[src/rtl/rom_burst_reader.sv]
// rtl/rom_burst_reader.sv - burst read engine for fixed-latency synchronous ROMs
// Fetches burst_len consecutive words starting at base_addr (address wraps
// modulo 2**ADDR_W) and presents each one on a valid/ready stream.
// Ports:
//   clk, reset      clock; asynchronous active-high reset
//   start, abort    burst request (sampled in IDLE) / synchronous cancel
//   base_addr       first word address, sampled with start
//   burst_len       word count, sampled with start, clamped to MAX_BURST
//   busy, done      activity flag / one-cycle completion pulse
//   addr_mem        registered ROM address
//   rd_mem          ROM read data, valid RD_LATENCY edges after addr_mem changes
//   data_out        captured word, data_valid / data_ready stream handshake
module rom_burst_reader #(
   parameter int ADDR_W     = 5,
   parameter int DATA_W     = 8,
   parameter int RD_LATENCY = 3,
   parameter int MAX_BURST  = 32,
   localparam int LEN_W     = $clog2(MAX_BURST + 1)
) (
   input  logic              clk,
   input  logic              reset,
   input  logic              start,
   input  logic              abort,
   input  logic [ADDR_W-1:0] base_addr,
   input  logic [LEN_W-1:0]  burst_len,
   output logic              busy,
   output logic [ADDR_W-1:0] addr_mem,
   input  logic [DATA_W-1:0] rd_mem,
   output logic [DATA_W-1:0] data_out,
   output logic              data_valid,
   input  logic              data_ready,
   output logic              done
);

   typedef enum logic [2:0] {S_IDLE, S_ISSUE, S_WAIT, S_HOLD, S_DONE} state_t;

   // Counter is loaded with RD_LATENCY-1 on the edge that updates addr_mem and
   // the capture happens on the WAIT edge where it reads zero, i.e. exactly
   // RD_LATENCY edges after the address change.
   localparam logic [3:0] WAIT_LOAD = 4'(RD_LATENCY - 1);

   state_t             state, state_n;
   logic [ADDR_W-1:0]  base_q;
   logic [LEN_W-1:0]   remaining;
   logic [3:0]         wait_cnt;
   logic [LEN_W-1:0]   len_clamped;

   logic load, issue, capture, advance, cnt_dec, handshake, cancel;

   assign len_clamped = (burst_len > LEN_W'(MAX_BURST)) ? LEN_W'(MAX_BURST) : burst_len;
   assign cancel      = abort && (state != S_IDLE);
   // data_valid is only ever high in HOLD, so this is the stream handshake.
   // It still counts when abort arrives on the same edge.
   assign handshake   = (state == S_HOLD) && data_ready;

   assign busy = (state != S_IDLE);
   assign done = (state == S_DONE);

   always_ff @(posedge clk or posedge reset) begin
      if (reset) begin
         state <= S_IDLE;
      end else begin
         state <= state_n;
      end
   end

   always_comb begin
      state_n = state;
      load    = 1'b0;
      issue   = 1'b0;
      capture = 1'b0;
      advance = 1'b0;
      cnt_dec = 1'b0;
      if (cancel) begin
         state_n = S_IDLE;
      end else begin
         case (state)
            S_IDLE: begin
               if (start) begin
                  load    = 1'b1;
                  state_n = (len_clamped == '0) ? S_DONE : S_ISSUE;
               end
            end
            S_ISSUE: begin
               issue   = 1'b1;
               state_n = S_WAIT;
            end
            S_WAIT: begin
               if (wait_cnt == 4'd0) begin
                  capture = 1'b1;
                  state_n = S_HOLD;
               end else begin
                  cnt_dec = 1'b1;
               end
            end
            S_HOLD: begin
               if (data_ready) begin
                  if (remaining == LEN_W'(1)) begin
                     state_n = S_DONE;
                  end else begin
                     advance = 1'b1;
                     state_n = S_WAIT;
                  end
               end
            end
            S_DONE: begin
               state_n = S_IDLE;
            end
            default: begin
               state_n = S_IDLE;
            end
         endcase
      end
   end

   always_ff @(posedge clk or posedge reset) begin
      if (reset) begin
         base_q     <= '0;
         remaining  <= '0;
         wait_cnt   <= '0;
         addr_mem   <= '0;
         data_out   <= '0;
         data_valid <= 1'b0;
      end else begin
         if (load) begin
            base_q    <= base_addr;
            remaining <= len_clamped;
         end
         if (issue) begin
            addr_mem <= base_q;
            wait_cnt <= WAIT_LOAD;
         end
         if (advance) begin
            addr_mem <= addr_mem + ADDR_W'(1);
            wait_cnt <= WAIT_LOAD;
         end
         if (cnt_dec) begin
            wait_cnt <= wait_cnt - 4'd1;
         end
         if (capture) begin
            data_out   <= rd_mem;
            data_valid <= 1'b1;
         end
         if (handshake) begin
            data_valid <= 1'b0;
            remaining  <= remaining - LEN_W'(1);
         end
         if (cancel) begin
            data_valid <= 1'b0;
         end
      end
   end

endmodule

[config.mk]
export PLATFORM = sky130hd
export DESIGN_NAME = rom_burst_reader
export DESIGN_NICKNAME = d
export VERILOG_FILES = /design/src/rtl/rom_burst_reader.sv
export SDC_FILE = /design/constraint.sdc
export NUM_CORES = 1
export LEC_CHECK = 0
export CORE_ASPECT_RATIO = 1.25
export CORE_MARGIN = 2
export CORE_UTILIZATION = 44
export CTS_BUF_LIST = sky130_fd_sc_hd__clkbuf_4
export DETAILED_ROUTE_END_ITERATION = 10
export GPL_TIMING_DRIVEN = 0
export PLACE_DENSITY = 0.72
export SYNTH_ARGS = -nofsm -noshare
export SYNTH_HDL_FRONTEND = slang
export SYNTH_SLANG_ARGS = --single-unit
export TNS_END_PERCENT = 100
[constraint.sdc]
create_clock -name clk -period 2 [get_ports clk]
set_clock_uncertainty 0.2 [all_clocks]
set_input_delay 0.3 -clock clk [delete_from_list [all_inputs] [get_ports clk]]
set_output_delay 0.3 -clock clk [all_outputs]
set_load 0.005 [all_outputs]
; ---- Yosys cells after proc, flatten, opt, wreduce, memory -nomap -nowiden
; Cells that the tools add are included.
[classes]
n_eq_ne = 8
n_reduce_logical = 11
n_mux = 33
n_addsub = 3
n_lt_le_gt_ge = 1
[ops]
columns = operator, n
row1 = two-way mux 1 bit, 18
row2 = two-way mux 3 bit, 6
row3 = two-way mux 6 bit, 3
row4 = two-way mux 4 bit, 3
row5 = case mux 3 bit (4 select lines), 1
row6 = two-way mux 5 bit, 2
row7 = "inequality test 3 bit, second input constant", 3
row8 = nonzero test 3 bit, 3
row9 = "equality test 3 x 2 -> 1 bit, second input constant", 2
row10 = "equality test 6 x 1 -> 1 bit, second input constant", 1
row11 = "> comparator 6 bit, second input constant", 1
row12 = zero test 6 bit, 1
row13 = "subtractor 6 x 1 -> 6 bit, second input constant", 1
row14 = "adder 5 x 1 -> 5 bit, second input constant", 1
row15 = zero test 4 bit, 1
row16 = nonzero test 2 bit, 2
row17 = "subtractor 4 x 1 -> 4 bit, second input constant", 1
row18 = "equality test 3 x 1 -> 1 bit, second input constant", 1
row19 = "equality test 3 bit, second input constant", 1
row20 = zero test 3 bit, 1
row21 = AND reduction 3 bit, 1
row22 = logical AND 1 bit, 2
[word_totals]
regBits = 32
output_inout_bits = 16
input_bits = 24

; ---- Longest topological paths before layout
[depth]
depth_word = 7
ltp_mapped = 6
depth_no_buf = 6

; ---- Worst setup path after synthesis
; OpenSTA, ideal clock, no wires.
[synth_path]
kind = reg-to-reg
from = register state[2]
to = register wait_cnt[0]
t_arrival_ns = 1.467
n_path_buf = 2
path_stages_with_launch = 7
period_less_slack_ns = 1.792
slack_ns = 0.208
setup_time_ns = 0.125
cell_sequence = dfrtp_1 -> buf_6 -> nand4b_4 -> a311oi_2 -> buf_6 -> nor3_1 -> mux2_2
[synth_via]
elab_chain_len = 5
[synth_lines]
columns = item, line_no
row1 = start: declaration, 42  ; state_t state, state_n;
row2 = start signal: assignment, 63  ; state <= state_n;
row3 = equality test 3 x 2 -> 1 bit / nonzero test 3 bit (equally long branches), "77, 51"
row4 = two-way mux 1 bit / logical AND 1 bit (equally long branches), "77, 51"
row5 = two-way mux 1 bit, 74  ; if (cancel) begin
row6 = two-way mux 4 bit, 133  ; if (advance) begin
row7 = two-way mux 4 bit, 137  ; if (cnt_dec) begin
row8 = end signal: assignment, 138  ; wait_cnt <= wait_cnt - 4'd1;
row9 = end: declaration, 45  ; logic [3:0] wait_cnt;
; Parallel ways exist; a longest one is shown, timed or not.
; A chain may end at the register's enable or synchronous reset.

; ---- Final worst setup path
[layout_path]
from = input port data_ready
to = register wait_cnt[0]
[layout_via]
elab_chain_len = 5
[layout_lines]
columns = item, line_no
row1 = start: declaration, 31  ; input logic data_ready,
row2 = two-way mux 1 bit (*), 97  ; if (data_ready) begin
row3 = two-way mux 1 bit (*), 77  ; case (state)
row4 = two-way mux 1 bit (*), 74
row5 = two-way mux 4 bit, 133
row6 = two-way mux 4 bit, 137
; Every way passes the cells marked *; elsewhere a longest branch is shown, timed or not.

==> flow_summary.json <==
{
  "status": "finished, final reports clean",
  "ir_drop_mv": 0.852,
  "synth_fp_nets": 187,
  "grt_max_degree": 33,
  "cts_tree": "built",
  "leakage_nw": 1.03,
  "dp.cells": 238,
  "p_per_area_nw_per_um2": 1280,
  "pre_cts_ws_ns": -0.329,
  "period_needed_ns": 1.95,
  "arrival_ns": 1.97,
  "die_w_microns": 59.2,
  "wl_per_cell_microns": 15.0,
  "synth_top_area_cell": "dfrtp_1",
  "numCtsBuffers": 5,
  "overflow": 0,
  "drt-total-wl_microns": 3730,
  "start_kind": "input pin",
  "fill_cells": 308,
  "syn_area_sq_um": 1670,
  "viasPerCell": 5.71,
  "min_period_over_period_pct": 97.4,
  "ys_seq_area_share_pct": 47.8,
  "n_antenna_cell": 0,
  "holdBufCountCts": 0,
  "drt-pass1-iter-count": 4,
  "hp-class": "input pin to async pin",
  "fin_setup_tns_ns": 0,
  "coreArea_sq_um": 3720,
  "grt_pass1_vias": 1506,
  "clockBufferDepth": 2,
  "antenna_left": 0,
  "cts_num_sinks": 32,
  "path_class": "input pin to register",
  "netlist_instances": 159,
  "htree_levels": 2,
  "synthFlopType": "dfrtp_1",
  "drive_gt1_share_pct": 19.1,
  "dr_total_vias": 1423,
  "drtIter0Drc": 46,
  "worstMarginPinSlew_ns": 0.703,
  "place_hpwl_microns": 2730,
  "path_clk_slew_ns": 0.10,
  "seq_area_sq_um": 802,
  "holdWs_ns": 0.169,
  "final_common_cell": "clkdlybuf4s50_1",
  "synth-edff-count": 0,
  "worst_slack_ns": 0.0525,
  "grt.total_usage_pct": 19.5,
  "fmax_mhz": 513,
  "start_util_pct": 45.0,
  "grt_pass1_wl_microns": 6490,
  "dieArea_sq_um": 4320,
  "synth_top_cell_area_share_pct": 47.8,
  "port-buffer-count": 39,
  "ys_async_sr_fraction_pct": 100,
  "drc": 0,
  "final_cell_mix": "37 x clkdlybuf4s50_1, 31 x dfrtp_1, 22 x nand2_1",
  "gp_congestion": 0.842,
  "endpoint_kind": "register",
  "cap_violations": 0,
  "slew_headroom_pct": 53.1,
  "synth.distinct_cells": 47,
  "yosys_register_bits": 32,
  "placementRows": 25,
  "antenna_found_initial": 0,
  "drv_slew": 0,
  "required_ns": 2.02,
  "ys_warn_count": 0,
  "clock_latency_ns": 0.34,
  "synthTopCellsByArea": "dfrtp_1 48%, mux2_2 6.7%, nand2_1 4.9%",
  "fin_util_pct": 61.1,
  "syn_area_per_cell_sq_um": 10.5,
  "area_delta_synth_final_pct": 35.9,
  "setup_viol": 0,
  "multi_input_area_sq_um": 835,
  "root_buffer": "clkbuf_4",
  "die_h_microns": 73.0,
  "final-hold-violation-count": 0,
  "fin_cells": 249,
  "cp_max_fo": 10,
  "num_io_pins": 40,
  "rsz0062_at_grt": "no",
  "nets": 236
}
==> per-stage QoR <==
| stage | total power, mW | area [sq um] |
|---|---|---|
| after floorplan | 1.81 | 1670 |
| after global placement | 2.27 | 2110 |
| after detailed placement | 2.34 | 2110 |
| after CTS | 2.89 | 2230 |
| after global routing | 3.15 | 2280 |
| final | 2.90 | 2280 |
==> path summary, 6_finish.rpt <==
check | startpoint | to | slack [ns] | cells past startpoint
worst min-delay path | reset | wait_cnt[0]$_DFFE_PP0P_ | 0.17 | 2
min in group clk | base_addr[0] | base_q[0]$_DFFE_PP0P_ | 0.28 | 3
max in group asynchronous | reset | state[0]$_DFFE_PP0P_ | 0.90 | 3
worst min register to register | base_q[4]$_DFFE_PP0P_ | base_q[4]$_DFFE_PP0P_ | 0.28 | 2
worst max-delay path | data_ready | wait_cnt[0]$_DFFE_PP0P_ | 0.05 | 6
worst max register to register | state[2]$_DFFE_PP0P_ | wait_cnt[0]$_DFFE_PP0P_ | 0.07 | 6
==> where the power goes <==
part | switching (mW) | leakage [nW] | internal [mW]
Sequential | 0.237 | 0.405 | 0.931
Combinational | 0.535 | 0.584 | 0.709
Clock | 0.232 | 0.0412 | 0.261
==> registers in the layout, indices dropped and copies added (netlist names) <==
register	flops
state	3
wait_cnt	4
addr_mem	5
remaining	6
base_q	5
data_out	8
data_valid	1
==> cell usage after synthesis (2+ instances only) <==
cell type / count
nor3b_1: 2
nor2_1: 7
inv_1: 6
nand2_1: 22
a21oi_1: 2
a21bo_2: 2
ha_1: 4
buf_2: 2
o21ai_0: 9
a32oi_1: 4
dfrtp_1: 32
nand3_1: 5
nand2b_1: 4
o211ai_1: 2
buf_6: 2
or3_1: 2
a21o_1: 3
clkbuf_1: 2
nor4_1: 4
and4_1: 2
a31oi_1: 2
nor2b_1: 2
mux2_2: 10
o311a_1: 2
and2_1: 2
a221oi_1: 2
==> worst max-delay path, stage by stage <==
cell             delay, ns
clkdlybuf4s50_1       0.60
nand4b_4              0.20
a311oi_4              0.34
buf_6                 0.19
nor3_2                0.07
mux2_2                0.27
==> routing by layer <==
metal / global-route usage [%] / vias to the layer above / part of all wire (%)
met3: 5.14 / 5 / 4.4
met1: 21.7 / 683 / 41
met2: 35.9 / 50 / 54
met4: 5.30 / 0 / 0.78
met5: 0 / - / 0
li1: - / 685 / -
==> layout make-up <==
cell class / count / share of cell area, %
Multi-Input combinational cell: 114 / 36.7
Sequential cell: 32 / 35.2
Timing Repair Buffer: 42 / 18.7
Buffer: 7 / 2.64
Tap cell: 40 / 2.20
Clock inverter: 3 / 1.87
Clock buffer: 5 / 1.65
Inverter: 6 / 0.990
==> repair_timing <==
action                                  4_1_cts  5_1_grt
pin swaps                                     0        0
endpoints found under the setup margin        2       14
setup buffers                                 2        0
resized for setup                             9        6
==> cells by family (layout without fill, tap and decap cells) <==
kind of cell / Yosys count / count (layout) / synth area share (%)
adder cells (fa/ha/maj): 4 / 4 / 2.99
flip-flops: 32 / 32 / 47.8
AND/OR/NAND/NOR: 64 / 64 / 21.8
multiplexers: 11 / 11 / 7.32
buffers and inverters: 13 / 63 / 4.19
AO/OA/AOI/OAI: 35 / 35 / 15.8
Note: power is estimated with default switching activity, not from simulation.
